$ cat src/rtl/al_accel_pkg.sv
// Shared constants and types for the 2x2 pooling stream accelerator.
package al_accel_pkg;

  // Pooling mode encoding carried on cfg_mode.
  localparam logic POOL_MAX = 1'b0;
  localparam logic POOL_AVG = 1'b1;

  // Frame sequencing states.
  typedef enum logic [1:0] {
    ST_IDLE  = 2'd0,
    ST_RUN   = 2'd1,
    ST_DRAIN = 2'd2
  } state_t;

endpackage

$ cat src/rtl/al_accel_pool_cmp2.sv
// Two-operand pooling combiner: signed max, or full-precision sum.
// The result is one bit wider than the operands so a sum never overflows.
module al_accel_pool_cmp2
  import al_accel_pkg::*;
#(
  parameter int W = 8
) (
  input  logic                mode,
  input  logic signed [W-1:0] a,
  input  logic signed [W-1:0] b,
  output logic signed [W:0]   y
);

  // Select the larger operand (sign-extended) or add both operands.
  always_comb begin
    y = '0;
    if (mode == POOL_MAX) begin
      y = (a > b) ? {a[W-1], a} : {b[W-1], b};
    end else begin
      y = {a[W-1], a} + {b[W-1], b};
    end
  end

endmodule

$ cat src/rtl/al_accel_pool_stream.sv
// Streaming 2x2 max/average pooling over a raster-order pixel stream.
// Row pairs are folded with a half-width line buffer: even rows store the
// horizontal pair result, odd rows combine it with the stored value.
//
// Handshake: a beat transfers on a rising clk edge when valid & ready are both
// high; a producer holds valid and data stable until that edge. in_ready is
// only offered while the output register is free or draining this cycle, so
// no skid storage is needed.
module al_accel_pool_stream
  import al_accel_pkg::*;
#(
  parameter int DATA_W   = 8,
  parameter int MAX_COLS = 32,
  parameter int MAX_ROWS = 32
) (
  input  logic                              clk,
  input  logic                              resetn,
  input  logic                              enb,
  input  logic                              start,
  input  logic [$clog2(MAX_COLS+1)-1:0]     cfg_cols,
  input  logic [$clog2(MAX_ROWS+1)-1:0]     cfg_rows,
  input  logic                              cfg_mode,
  input  logic                              in_valid,
  output logic                              in_ready,
  input  logic [DATA_W-1:0]                 in_data,
  output logic                              out_valid,
  input  logic                              out_ready,
  output logic [DATA_W-1:0]                 out_data,
  output logic                              busy,
  output logic                              done,
  output state_t                            dbg_state
);

  localparam int CW       = $clog2(MAX_COLS+1);
  localparam int RW       = $clog2(MAX_ROWS+1);
  localparam int LBW      = (MAX_COLS > 2) ? $clog2(MAX_COLS/2) : 1;
  localparam int LB_DEPTH = 1 << LBW;

  state_t                   state, state_nxt;
  logic [CW-1:0]            col, cols_q;
  logic [RW-1:0]            row, rows_q;
  logic                     mode_q;
  logic signed [DATA_W-1:0] pair_q;
  logic signed [DATA_W:0]   line_buf [LB_DEPTH];
  logic signed [DATA_W:0]   pair_res;
  logic signed [DATA_W+1:0] win_res;
  logic [DATA_W-1:0]        win_out;
  logic [LBW-1:0]           lb_idx;
  logic                     accept, col_last, row_last, last_beat, start_ok, emit;

  assign in_ready  = enb & (state == ST_RUN) & ~(out_valid & ~out_ready);
  assign accept    = in_valid & in_ready;
  assign col_last  = (col == cols_q - CW'(1));
  assign row_last  = (row == rows_q - RW'(1));
  assign last_beat = accept & col_last & row_last;
  assign start_ok  = enb & start & (state == ST_IDLE);
  assign emit      = accept & row[0] & col[0];
  assign lb_idx    = col[LBW:1];
  assign busy      = (state != ST_IDLE);
  assign dbg_state = state;
  // Average is the 4-pixel sum shifted right by 2 (floor); max fits as-is.
  assign win_out   = (mode_q == POOL_AVG) ? win_res[DATA_W+1:2] : win_res[DATA_W-1:0];

  al_accel_pool_cmp2 #(.W(DATA_W)) u_pair (
    .mode (mode_q),
    .a    (pair_q),
    .b    (in_data),
    .y    (pair_res)
  );

  al_accel_pool_cmp2 #(.W(DATA_W+1)) u_win (
    .mode (mode_q),
    .a    (line_buf[lb_idx]),
    .b    (pair_res),
    .y    (win_res)
  );

  // Next-state and end-of-frame pulse.
  always_comb begin
    state_nxt = state;
    done      = 1'b0;
    case (state)
      ST_IDLE:  if (start_ok) state_nxt = ST_RUN;
      ST_RUN:   if (last_beat) state_nxt = ST_DRAIN;
      ST_DRAIN: begin
        if (enb && !out_valid) begin
          state_nxt = ST_IDLE;
          done      = 1'b1;
        end
      end
      default:  state_nxt = ST_IDLE;
    endcase
  end

  // State register; enb low freezes the sequencer.
  always_ff @(posedge clk or negedge resetn) begin
    if (!resetn) state <= ST_IDLE;
    else if (enb) state <= state_nxt;
  end

  // Config capture, raster counters and the registered output beat.
  always_ff @(posedge clk or negedge resetn) begin
    if (!resetn) begin
      cols_q    <= '0;
      rows_q    <= '0;
      mode_q    <= POOL_MAX;
      col       <= '0;
      row       <= '0;
      out_valid <= 1'b0;
      out_data  <= '0;
    end else if (enb) begin
      if (start_ok) begin
        cols_q <= cfg_cols;
        rows_q <= cfg_rows;
        mode_q <= cfg_mode;
        col    <= '0;
        row    <= '0;
      end else if (accept) begin
        if (col_last) begin
          col <= '0;
          row <= row_last ? '0 : row + RW'(1);
        end else begin
          col <= col + CW'(1);
        end
      end
      if (emit) begin
        out_valid <= 1'b1;
        out_data  <= win_out;
      end else if (out_ready) begin
        out_valid <= 1'b0;
      end
    end
  end

  // Pair register and line buffer; contents are don't-care until written.
  always_ff @(posedge clk) begin
    if (accept) begin
      if (!col[0]) pair_q <= in_data;
      else if (!row[0]) line_buf[lb_idx] <= pair_res;
    end
  end

endmodule

$ cat config.mk
export PLATFORM = sky130hd
export DESIGN_NAME = al_accel_pool_stream
export DESIGN_NICKNAME = d
export VERILOG_FILES = /design/src/rtl/al_accel_pkg.sv /design/src/rtl/al_accel_pool_cmp2.sv /design/src/rtl/al_accel_pool_stream.sv
export SDC_FILE = /design/constraint.sdc
export NUM_CORES = 1
export LEC_CHECK = 0
export ABC_AREA = 1
export CORE_ASPECT_RATIO = 1.75
export CORE_MARGIN = 5
export CORE_UTILIZATION = 39
export CTS_CLUSTER_DIAMETER = 150
export DETAILED_ROUTE_END_ITERATION = 10
export GPL_TIMING_DRIVEN = 0
export PLACE_DENSITY_LB_ADDON = 0.05
export SLEW_MARGIN = 20
export SYNTH_ARGS = -nofsm -noshare
export SYNTH_HDL_FRONTEND = slang
export SYNTH_HIERARCHICAL = 1
export SYNTH_SLANG_ARGS = --single-unit
$ cat constraint.sdc
create_clock -name clk -period 6.63 [get_ports clk]
set_input_delay 1.326 -clock clk [delete_from_list [all_inputs] [get_ports clk]]
set_output_delay 1.326 -clock clk [all_outputs]
set_load 0.05 [all_outputs]
==> results of run 1 <==
Yosys cell counts, drive strengths merged:
master and count:
a21o 2, nor4 1, inv 114, a22oi 72, xnor2 4, o21bai 1, ha 38, edfxtp 152
buf 14, nand3 65, clkinv 1, dfrtp 36, o21ai 48, nand3b 1, a21oi 18, xor2 7
nand4 26, nand2 262, fa 2, nor3 7, a31oi 1, nor2 55, o21a 1, o221a 1
or2 6, o31a 1, o22ai 1, nor3b 2, clkbuf 15, a31o 1
registers in the layout (all words and copies together), names as in the netlist:
name	cells
line_buf	144
out_data	8
pair_q	8
col	6
cols_q	6
row	6
rows_q	6
dbg_state	2
mode_q	1
out_valid	1
routing by layer:
metal	vias to the layer above	global-route usage [%]	part of all wire, %
met5	-	0	0
met4	0	6.94	2.7
met3	31	3.63	3.0
met2	113	37.1	59
met1	3238	17.6	35
li1	3399	-	-
layout make-up:
type	instances	area, µm²	area share (%)
Buffer	29	164	1.50
Tap cell	312	390	3.57
Inverter	115	432	3.95
Clock inverter	14	103	0.938
Clock buffer	18	429	3.93
Multi-Input combinational cell	623	3530	32.3
Sequential cell	188	5470	50.0
Timing Repair Buffer	41	415	3.80
final timing paths:
path,slack (ns),endpoint,cells after the start,from
min reg2reg,0.48,out_data[2],2,out_data[2]
max,1.04,out_data[3],29,in_data[7]
min in group asynchronous,0.74,rows_q[3],1,resetn
max reg2reg,2.06,out_data[3],27,pair_q[7]
max in group asynchronous,5.46,out_data[7],2,resetn
min,0.48,out_data[2],2,out_data[2]
through the flow:
step	instances	hold WS [ns]	setup WS, ns	power, mW	instance area, µm²
floorplan	955	0.469	2.11	3.60	9600
global placement	1307	0.468	0.616	4.42	10400
detailed placement	1308	0.473	0.558	4.43	10400
CTS	1340	0.490	1.01	5.39	10900
global route	1340	0.528	0.604	5.75	10900
finish	1340	0.483	1.04	5.30	10900
cell families (layout without fill, tap and decap cells):
group	Yosys count	after routing	share of synthesized area, %
simple gates	425	425	20.1
flops	188	188	57.0
compound gates	147	147	10.3
buf+inv	144	217	6.21
fa+ha+maj	40	40	5.37
xor+xnor	11	11	1.00
worst reg2reg max path, cell delays in order, from the launching register on:
cell	delay, ns
edfxtp_1	0.42
ha_1	0.32
buf_6	0.12
nand2_1	0.10
nor3_4	0.21
nand2_1	0.17
nand3_2	0.23
nand3_4	0.17
nand2_1	0.10
nand3_1	0.06
nand2_1	0.57
inv_1	0.17
ha_1	0.41
nand2_1	0.14
inv_1	0.04
nand2_1	0.06
nand2_1	0.06
nand2_1	0.14
nand3_2	0.11
nand2_4	0.17
nand2_8	0.12
nand2_2	0.07
nand3_1	0.08
nand2_1	0.10
inv_1	0.04
nand2_1	0.04
o21ai_0	0.07
o21ai_0	0.19
cells in the final DEF, fill, tap and decap left out, types with 24 or more instances in the layout:
master           count
o21ai_0             39
nand3_1             58
clkdlybuf4s50_1     39
nand4_1             24
ha_1                38
nand2_1            246
edfxtp_1           152
dfrtp_1             36
nor2_1              50
inv_1              107
a22oi_1             72
where the power goes:
group / internal [mW] / switching (mW)
clock: 0.509 / 0.437
sequential: 1.53 / 0.0863
combinational: 0.870 / 1.87
total: 2.91 / 2.39
==> results.toml, run 1 <==
[timing]
hold_viol_final = 0
finalSetupViolCount = 0
timing.final.crit_share_pct = 84.4
relSlewSlack_pct = 31.4
min_period_ns = 5.59
slew_violations = 0
tns_ns = 0
rsz0062_at_grt = "no"
tightest_slew_ns = 1.03
fmax_mhz = 179
clock_skew_ns = 0.00711

[yosys]
synth.cell_area_mm2 = 0.00960
syn_inst = 955
synth_top_cell_by_area = "edfxtp_1"
ys_seq_elements = 188
syn_area_per_cell_um2 = 10.0
synth_area_leaders = "edfxtp_1 48%, nand2_1 9.6%, dfrtp_1 9.4%, a22oi_1 5.6%, ha_1 5.0%"
ys_seq_area_share_pct = 57.0
synth_top_area_share_pct = 47.6
yosysUniqueCellTypes = 49
synth_nets = 1022
ys_warn_count = 6

[clock_tree]
htreeDepth = 4
post_cts_resized = 0
clock_tree.buffer_depth = 2
cts_tree = "yes"
cts-root-buf = "clkbuf_16"
clk_pin_slew_ns = 0.07
insertion_delay_ns = 0.44
cts_sinks = 188
cts_inserted_buffers = 17
cts_hold_buf = 0
postCtsSetupBuffers = 0

[finish]
diodes = 0
final_nets = 1082
n_fill_cell = 2341
drive_gt1_share_pct = 9.53
final_core_util_pct = 44.7
area.growth.synth_to_final_pct = 13.9

[critical_path]
cp.arrival_ns = 5.95
cp_top_family = "simple AND/OR/NAND/NOR gates"
critical_path_class = "input port to flop"
cpMostUsedCell = "nand2_1"
path_buf_inv = 6
crit_fanout = 18
slowest_stage = "nand2_1"
cp.required_ns = 6.98
cp-end-kind = "flop"
cp-start-kind = "input port"
slowest_delay_ns = 0.57

[worst_hold_path]
hp-class = "flop to flop"

[floorplanning]
fp.dieH_um = 218
num_io_pins = 41
core_region_area_mm2 = 0.0244
die_width_um = 129
start_util_pct = 39.3
dieArea_mm2 = 0.0280
rows = 76

[global_routing]
grt_max_degree = 29
grt_pass1_wl_mm = 38.7
gr-total-overflow = 0
grt_use_total_pct = 18.4
antenna_found_initial = 0
grt_pass1_vias = 7132

[pwr]
power_density_mw_per_mm2 = 485
ir_drop_mv = 0.202
leakagePower_nw = 4.48

[placed_design]
dpl.hpwl_mm = 18.7
gp_congestion = 0.843
port_buffers = 40

[detailed_routing]
routedWlPerCell_um = 18.3
num_vias = 6781
vias_per_cell = 5.06
antenna_left = 0
wl_mm = 24.5
drc = 0
dr.pass1.iters = 5
drt_iter0_drc = 377

[flow_run]
maxCapViolCount = 0

[run_status]
outcome = "complete, no violations"
(Power assumes the default switching activity.)
==> inputs of run 2 (changes only) <==
==> constraint.sdc (replaced) <==
create_clock -name clk -period 4.7 [get_ports clk]
set_input_delay 0.94 -clock clk [delete_from_list [all_inputs] [get_ports clk]]
set_output_delay 0.94 -clock clk [all_outputs]
set_load 0.05 [all_outputs]
==> run 2 against run 1 <==
Critical path depth shrank 2. Cell area grew 4.6%. Register-to-register slack lost 1.4 ns. Largest cell class unchanged. Highest routed layer unchanged.
==> results.toml, run 2 (synthesis gave the netlist of run 1 again) <==
[placed_design]
dpl.hpwl_mm = 18.7
preCtsSetupSlack_ns = -0.986
port_buffers = 40
gp_congestion = 0.843

[floorplanning]
fp.dieH_um = 218
num_io_pins = 41
start_util_pct = 39.3
core_region_area_mm2 = 0.0244
rows = 76
die_width_um = 129
dieArea_mm2 = 0.0280

[global_routing]
grt_use_total_pct = 18.9
grt_pass1_vias = 7187
grt_max_degree = 29
grt_pass1_wl_mm = 39.5
antenna_found_initial = 0
gr-total-overflow = 0

[finish]
final_core_util_pct = 46.8
area.growth.synth_to_final_pct = 19.2
drive_gt1_share_pct = 15.3
final_cell_mix = "228 x nand2_1, 152 x edfxtp_1, 104 x inv_1"
reg_top3 = "line_buf (144), out_data (8), pair_q (8)"
largest_reg_flops = 144
diodes = 0
final_common_cell = "nand2_1"
final_nets = 1113
top_register = "line_buf"

[timing]
tightest_slew_ns = 1.04
fmax_mhz = 221
finalSetupViolCount = 0
min_period_ns = 4.52
clock_skew_ns = 0.00859
relSlewSlack_pct = 30.1
timing.final.crit_share_pct = 96.1
slew_violations = 0
worst_slack_ns = 0.184
hold_viol_final = 0

[critical_path]
crit_fanout = 8
rrSetupSlack_ns = 0.70
cp-end-kind = "flop"
critical_path_class = "input port to flop"
cp_top_family = "simple AND/OR/NAND/NOR gates"
slowest_stage = "clkdlybuf4s50_1"
rr_startpoint = "col[2]"
path_buf_inv = 6
cp.required_ns = 5.02
cpMostUsedCell = "nand2_1"
cp.arrival_ns = 4.84
slowest_delay_ns = 0.49
ff2ff_path_depth = 23
worstReg2RegEnd = "out_data[3]"
cp-start-kind = "input port"

[clock_tree]
cts_inserted_buffers = 17
htreeDepth = 4
cts-root-buf = "clkbuf_16"
insertion_delay_ns = 0.44
clk_pin_slew_ns = 0.06
cts_sinks = 188
clock_tree.buffer_depth = 2
cts_tree = "yes"

[detailed_routing]
vias_per_cell = 5.12
dr.pass1.iters = 4
wl_mm = 26.2
drc = 0
routedWlPerCell_um = 19.1
drt_iter0_drc = 370
num_vias = 7025
antenna_left = 0

[pwr]
clock_power_share_pct = 16.5
power_density_mw_per_mm2 = 709
comb_power_share_pct = 55.5
leakagePower_nw = 4.67
swShare_pct = 45.8
p_int_mw = 4.39
switchingPower_mw = 3.71
seq_power_share_pct = 28.0
ir_drop_mv = 0.272

[flow_run]
maxCapViolCount = 0

[run_status]
outcome = "complete, no violations"

[worst_hold_path]
hp-class = "input port to asynchronous set/reset pin"
[run 2: changes by cell type in the layout (fill, tap and decap cells not counted), moves of 3 or more]
cell and delta:
nand3_1 -3, inv_1 -3, o21ai_0 -9, nand2_1 -18, buf_4 +26, ha_1 -5, o21ai_1 +9, nand2_4 +12
ha_2 +3, nand2_8 +3, nand2_2 +5, nand3_4 +4
[run 2: layout make-up]
type                       count  area [µm²]
clock buffer                  18         429
fill                        2309       13000
tap                          312         390
timing repair buffer          68         624
clock inverter                14         103
inverter                     115         437
sequential                   188        5470
multi-input combinational    627        3830
buffer                        29         164
[run 2: worst max-delay path by stage]
| stage | startpoint | endpoint | slack (ns) | depth (start not counted) |
|---|---|---|---|---|
| CTS | in_data[7] | out_data[3] | 0.003 | 28 |
| detailed placement | in_data[7] | out_data[3] | -0.99 | 29 |
| floorplan | in_data[7] | out_data[7] | 0.57 | 26 |
| global route | in_data[6] | out_data[3] | -0.03 | 27 |
| global placement | in_data[7] | out_data[1] | -0.93 | 27 |
| finish | in_data[6] | out_data[3] | 0.18 | 27 |
[run 2: timing repair]
action | CTS | global route
pin swaps | 6 | 20
setup buffers | 7 | 20
hold buffers | 0 | 0
gates resized for setup | 22 | 50
cloned | 0 | 4
hold endpoints to repair | 0 | 0
endpoints found under the setup margin | 8 | 8
[run 2: power groups by stage]
| stage | combinational, mW | sequential, mW | clock [mW] |
|---|---|---|---|
| after CTS | 4.11 | 2.28 | 1.37 |
| after floorplan | 2.66 | 2.42 | 0 |
| after global routing | 4.98 | 2.29 | 1.44 |
| after detailed placement | 3.92 | 2.32 | 0 |
| after global placement | 3.91 | 2.32 | 0 |
| final | 4.50 | 2.27 | 1.34 |
[run 2: per-layer routing]
layer  GRT usage [%]  vias up  wire length, µm
met5               0        -                0
met4            7.25        0              893
met3            4.00       45              756
met2            37.9      120            15300
met1            18.2     3384             9200
li1                -     3476                -
[run 2: stage by stage]
step	instances	setup TNS (ns)	cell area (µm²)	hold WS [ns]	power, mW
finish	1371	0	11400	0.351	8.11
global route	1371	-0.131	11400	0.349	8.71
floorplan	955	0	9600	0.469	5.08
global placement	1307	-7.28	10400	0.468	6.23
detailed placement	1308	-7.53	10400	0.473	6.25
CTS	1347	0	11100	0.339	7.75
[run 2: worst register-to-register path, stage by stage (launching register included)]
cell and delay [ns]:
dfrtp_1 0.32, buf_2 0.16, inv_1 0.07, nor2_2 0.41, clkbuf_1 0.48, a22oi_1 0.20
nand2_1 0.17, nand2_1 0.07, nand4_1 0.27, ha_1 0.30, buf_6 0.15, nand2_1 0.07
nand2_1 0.08, a21oi_4 0.22, nand3_4 0.13, buf_4 0.17, nand2_4 0.10, nand3_1 0.08
nand3_1 0.11, nand2_1 0.08, inv_1 0.06, nand2_1 0.04, o21ai_1 0.08, o21ai_1 0.09
